File: src/rtl/memory_io_pkg.sv
// rtl/memory_io_pkg.sv - shared constants, select type and parameter checks for memory_io_control
package memory_io_pkg;

    localparam int IO_OUT_BASE = 0;
    localparam int IO_IN_BASE  = 8;
    localparam int IO_EVT_OFS  = 15;

    typedef enum logic {
        SEL_RAM = 1'b0,
        SEL_IO  = 1'b1
    } sel_t;

    function automatic bit params_ok(
        input int addr_w,
        input int data_w,
        input int ram_aw,
        input int n_out,
        input int out_w,
        input int n_in,
        input int in_w
    );
        return (addr_w >= 5) && (ram_aw >= 1) && (ram_aw <= addr_w - 1) &&
               (n_out >= 1) && (n_out <= 8) && (out_w >= 1) && (out_w <= data_w) &&
               (n_in >= 1) && (n_in <= 7) && (in_w >= 1) && (in_w <= data_w);
    endfunction

endpackage

File: src/rtl/memory_io_control_io_in_sync.sv
// rtl/memory_io_control_io_in_sync.sv - 2-flop input synchroniser with change detection
module io_in_sync #(
    parameter int W = 16
) (
    input  logic         clock,
    input  logic         reset,
    input  logic         i_arm,
    input  logic [W-1:0] i_async,
    output logic [W-1:0] o_sync,
    output logic         o_change
);

    logic [W-1:0] r_meta;
    logic [W-1:0] r_sync;
    logic [W-1:0] r_prev;

    // While disarmed, the previous-value flop follows the first stage so that
    // the synchroniser filling up after reset never looks like a change.
    always_ff @(posedge clock or posedge reset) begin
        if (reset) begin
            r_meta <= '0;
            r_sync <= '0;
            r_prev <= '0;
        end else begin
            r_meta <= i_async;
            r_sync <= r_meta;
            r_prev <= i_arm ? r_sync : r_meta;
        end
    end

    assign o_sync   = r_sync;
    assign o_change = i_arm && (r_sync != r_prev);

endmodule

File: src/rtl/memory_io_control.sv
// rtl/memory_io_control.sv - data-side RAM/I-O address decoder with memory-mapped I/O registers
module memory_io_control
    import memory_io_pkg::*;
#(
    parameter int                ADDR_W    = 11,
    parameter int                DATA_W    = 32,
    parameter int                RAM_AW    = 10,
    parameter int                N_OUT     = 4,
    parameter int                OUT_W     = 21,
    parameter logic [DATA_W-1:0] OUT_RESET = '0,
    parameter int                N_IN      = 2,
    parameter int                IN_W      = 16
) (
    input  logic                   clock,
    input  logic                   reset,
    input  logic                   d_rw,
    input  logic [ADDR_W-1:0]      daddr,
    input  logic [DATA_W-1:0]      ddata_w,
    output logic [DATA_W-1:0]      ddata_r,
    output logic [RAM_AW-1:0]      mem_addr,
    output logic                   mem_we,
    output logic [DATA_W-1:0]      mem_dw,
    input  logic [DATA_W-1:0]      mem_dr,
    output logic [N_OUT*OUT_W-1:0] out_dout,
    output logic [N_OUT-1:0]       out_wstb,
    input  logic [N_IN*IN_W-1:0]   io_in,
    output logic                   io_event
);

    if (!params_ok(ADDR_W, DATA_W, RAM_AW, N_OUT, OUT_W, N_IN, IN_W)) begin : g_param_err
        $error("memory_io_control: parameter out of range");
    end

    logic              w_is_io;
    logic [3:0]        w_ofs;
    logic              w_io_wr;
    logic [N_OUT-1:0]  w_out_we;
    logic [N_IN-1:0]   w_evt_clr;
    logic [N_IN-1:0]   w_chg;
    logic              w_arm;
    logic [IN_W-1:0]   w_sync [N_IN];
    logic [DATA_W-1:0] w_io_rdata;

    logic [OUT_W-1:0]  r_out [N_OUT];
    logic [N_OUT-1:0]  r_wstb;
    logic [N_IN-1:0]   r_evt;
    logic [1:0]        r_arm_cnt;
    sel_t              r_sel;
    logic [DATA_W-1:0] r_io_rdata;

    assign w_is_io  = daddr[ADDR_W-1];
    assign w_ofs    = daddr[3:0];
    assign w_io_wr  = d_rw && w_is_io;
    assign mem_addr = daddr[RAM_AW-1:0];
    assign mem_dw   = ddata_w;
    assign mem_we   = d_rw && !w_is_io;
    assign w_arm    = (r_arm_cnt == 2'd2);

    always_comb begin
        w_out_we = '0;
        for (int k = 0; k < N_OUT; k++) begin
            w_out_we[k] = w_io_wr && (w_ofs == 4'(IO_OUT_BASE + k));
        end
        w_evt_clr = (w_io_wr && (w_ofs == 4'(IO_EVT_OFS))) ? ddata_w[N_IN-1:0] : '0;
    end

    always_comb begin
        w_io_rdata = '0;
        for (int k = 0; k < N_OUT; k++) begin
            if (w_ofs == 4'(IO_OUT_BASE + k)) w_io_rdata = DATA_W'(r_out[k]);
        end
        for (int i = 0; i < N_IN; i++) begin
            if (w_ofs == 4'(IO_IN_BASE + i)) w_io_rdata = DATA_W'(w_sync[i]);
        end
        if (w_ofs == 4'(IO_EVT_OFS)) w_io_rdata = DATA_W'(r_evt);
    end

    always_ff @(posedge clock or posedge reset) begin
        if (reset) begin
            for (int k = 0; k < N_OUT; k++) r_out[k] <= OUT_RESET[OUT_W-1:0];
            r_wstb <= '0;
        end else begin
            for (int k = 0; k < N_OUT; k++) begin
                if (w_out_we[k]) r_out[k] <= ddata_w[OUT_W-1:0];
            end
            r_wstb <= w_out_we;
        end
    end

    // A change on the same edge as a write-1-to-clear keeps the bit set.
    always_ff @(posedge clock or posedge reset) begin
        if (reset) begin
            r_arm_cnt <= '0;
            r_evt     <= '0;
        end else begin
            if (!w_arm) r_arm_cnt <= r_arm_cnt + 2'd1;
            r_evt <= (r_evt & ~w_evt_clr) | w_chg;
        end
    end

    always_ff @(posedge clock or posedge reset) begin
        if (reset) begin
            r_sel      <= SEL_RAM;
            r_io_rdata <= '0;
        end else begin
            r_sel      <= w_is_io ? SEL_IO : SEL_RAM;
            r_io_rdata <= w_io_rdata;
        end
    end

    for (genvar i = 0; i < N_IN; i++) begin : g_in
        io_in_sync #(.W(IN_W)) u_sync (
            .clock    (clock),
            .reset    (reset),
            .i_arm    (w_arm),
            .i_async  (io_in[i*IN_W +: IN_W]),
            .o_sync   (w_sync[i]),
            .o_change (w_chg[i])
        );
    end

    for (genvar k = 0; k < N_OUT; k++) begin : g_out
        assign out_dout[k*OUT_W +: OUT_W] = r_out[k];
    end

    assign out_wstb = r_wstb;
    assign io_event = |r_evt;
    assign ddata_r  = (r_sel == SEL_IO) ? r_io_rdata : mem_dr;

endmodule
File: config.mk
export PLATFORM = sky130hd
export DESIGN_NAME = memory_io_control
export DESIGN_NICKNAME = d
export VERILOG_FILES = /design/src/rtl/memory_io_pkg.sv /design/src/rtl/memory_io_control_io_in_sync.sv /design/src/rtl/memory_io_control.sv
export SDC_FILE = /design/constraint.sdc
export NUM_CORES = 1
export LEC_CHECK = 0
export CAP_MARGIN = 20
export CORE_MARGIN = 2
export CORE_UTILIZATION = 43
export DETAILED_ROUTE_END_ITERATION = 6
export GPL_ROUTABILITY_DRIVEN = 0
export PLACE_DENSITY_LB_ADDON = 0.12
export REMOVE_ABC_BUFFERS = 1
export SLEW_MARGIN = 20
export SYNTH_ARGS = -nofsm -noshare
export SYNTH_HDL_FRONTEND = slang
export SYNTH_HIERARCHICAL = 1
export SYNTH_SLANG_ARGS = --single-unit
File: constraint.sdc
create_clock -name clock -period 3.22 [get_ports clock]
set_input_delay 0.322 -clock clock [delete_from_list [all_inputs] [get_ports clock]]
set_output_delay 0.322 -clock clock [all_outputs]
set_load 0.02 [all_outputs]
==> impl_results.md <==
- CTS Sinks: 210
- CP Buf/Inv Count: 2
- Adder-cell share of the synthesized area: 0.139%
- CP endpoint kind: output port
- Dominant synthesized flop cell: dfrtp_1
- Clk_lat worst skew: 0.50 ns
- CTS tree: done
- Post-synthesis xor/xnor area fraction: 3.37%
- Tcrit/Tclk final: 78.1%
- Slew margin rel.: 43.5%
- Multiplexer area fraction after synthesis: 18.8%
- Synthesized area: 9030 um^2
- Crit path DAT: 2.19 ns
- Total track usage: 21.3%
- Synth Instances: 657
- Commonest non-fill, non-tap cells in the layout: clkdlybuf4s50_1, dfrtp_1, mux2_1
- GRT Residual Overflow: 0
- Starting DRT DRC Count: 251
- Die Span X: 149 um
- Layout cells sized above 1: 15.4%
- CP Class: register to output port
- Vias in the first global route: 6333
- WP data required: 2.90 ns
- Core area: 20800 um^2
- Crit-path slowest cell: clkdlybuf4s50_1
- CP max stage delay: 0.54 ns
- Antenna Nets Post-Route: 0
- Peak supply drop: 0.337 mV
- Outcome: finished clean
- Cts hold-fix bufs: 0
- PnR Total Power: 7.18 mW
- DRC viols: 0
- EDFF count, synth: 0
- Die Ht: 149 um
- Max Used Layer: met4
- Setup crit start kind: register
- TritonCTS Buffers: 23
- Pin count of the biggest net entering global routing: 51
- P_leak: 5.14 nW
- Post-CTS setup buffer count: 0
- Ys Warns: 6
- Cell Count, Final, Fillers Out: 1149
- Clock Root Buffer: clkbuf_16
- Crit-path max FO: 32
- Setup crit start: r_sel
- PortBufs: 239
- Post-layout util: 57.9%
- Actual slew at the worst max-slew pin: 0.847 ns
- Leading area contributor after synthesis: dfrtp_1
- Compound-cell area share of the yosys netlist: 7.97%
- Routed via count: 6052
- Final-layout fill cell count: 1681
- Row count: 53
- Synthesized flop and latch total: 210
- M1 WL: 10200 um
- Final Hold Violating Endpoints: 0
- Placed Cells: 1108
- Simple logic cell fraction of the synthesized area: 4.88%
- Clock Tree Buf Depth: 3
- Final WL: 23700 um
- Top cell type's share of synthesized area: 58.2%
- CTS resizes: 0
- Seq/Total Area, Yosys: 58.2%
- CP cell instances: buf_4 -> mux2_2 -> clkdlybuf4s50_1
- Final slew viol count: 0
- ANT cells: 0
- First-pass GRT wire length: 36200 um
- Avg WL per Cell: 20.7 um
- Commonest non-fill, non-tap cell in the layout: clkdlybuf4s50_1
- Initial antenna violation count: 0
- RSZ-0062 raised after global routing: false
- Final setup vio count: 0
- Starting Density: 43.4%
- Largest family of logic cells by synthesized area: multiplexers
- HPWL after detailed placement: 17000 um
- Max Cap Viol: 0
- Die area: 22200 um^2
- Vias/cell: 5.27
- Fmax: 0.398 GHz
- Largest cells by area after synthesis: dfrtp_1, mux2_1, mux2_2
- Crit path max-delay family: buffers and inverters
- DR WL met3: 1780 um
- Syn_area_per_cell: 13.7 um^2
- Final TNS setup: 0 ns
- Reg clk slew, reported paths: 0.06 ns
- Power per standard cell area: 596 nW/um^2
- Cell variety after synth: 50
- Io pins: 274
- Worst Hold Class: input port to register
- Worst r2r src: r_arm_cnt[0]
- Pre-antenna DRT Iters: 4
- Layout area overhead: 33.5%
- Final min period: 2.51 ns
- H-Tree Depth: 1
- Met2 Wirelength: 11300 um
- Post-synth ARST share: 100%
- Post-layout nets: 969
- Hold Crit Start: io_in[3]
- Clock Skew: 0.0167 ns
[final timing paths]
path | to | slack, ns | cells past startpoint
max in group asynchronous | out_dout[50] | 2.01 | 3
max reg2reg | g_in[1].u_sync/r_prev[15] | 1.54 | 4
min | g_in[0].u_sync/r_meta[3] | 0.26 | 1
min in group asynchronous | out_dout[39] | 0.41 | 2
min reg2reg | g_in[1].u_sync/o_sync[4] | 0.37 | 0
max | ddata_r[8] | 0.71 | 3
[cell type report]
| type | instances | area (um^2) | share of cell area, % |
|---|---|---|---|
| clock buffers | 32 | 609 | 5.06 |
| clock inverters | 9 | 108 | 0.893 |
| inverters | 8 | 35.0 | 0.291 |
| multi-input cells | 360 | 3180 | 26.4 |
| flip-flops and latches | 210 | 5260 | 43.6 |
| well taps | 275 | 344 | 2.86 |
| repair buffers | 255 | 2520 | 20.9 |
[routing by layer]
layer	track usage, %	vias to the layer above
met4	6.00	0
met1	28.8	3065
met2	35.0	258
met3	4.53	34
li1	-	2695
met5	0	-
[where the power goes]
group,total [mW],switching (mW),internal (mW)
Sequential,3.16,0.235,2.93
Combinational,1.50,0.719,0.781
Clock,2.52,1.03,1.49
Total,7.18,1.98,5.20
[cell families (layout without fill, tap and decap cells)]
group,after synthesis,count (layout)
muxes,146,146
DFF,210,210
and+or+nand+nor,75,75
xor gates and xnor gates,33,33
adders and majority gates,1,1
buffers and inverters,87,304
AOI/OAI and AO/OA,105,105
[cells in the mapped netlist, drive strengths merged, types with 4 or more instances]
master	n
xnor2	33
a22oi	13
o21ai	34
a21oi	13
clkbuf	9
dfrtp	210
nor2b	13
nor2	7
a2bb2oi	11
nor3	5
and2	5
nand4	8
a21o	4
buf	70
nand2	17
inv	8
nand3	11
mux2	142
o2bb2ai	11
[through the flow]
stage	setup slack, ns	hold slack, ns	instance area (um^2)
3_3_place_gp	0.687	0.356	11300
6_report	0.705	0.257	12000
2_1_floorplan	-0.118	0.350	8460
3_5_place_dp	0.599	0.357	11300
4_1_cts	0.663	0.245	12000
5_1_grt	0.605	0.246	12000
[state kept, by name (all words and copies together) (netlist names)]
name,cells
r_evt,2
g_in.u_sync/r_prev,32
r_io_rdata,21
g_in.u_sync/o_sync,32
r_arm_cnt,2
g_in.u_sync/r_meta,32
out_dout,84
out_wstb,4
r_sel,1
(Power assumes the default switching activity.)
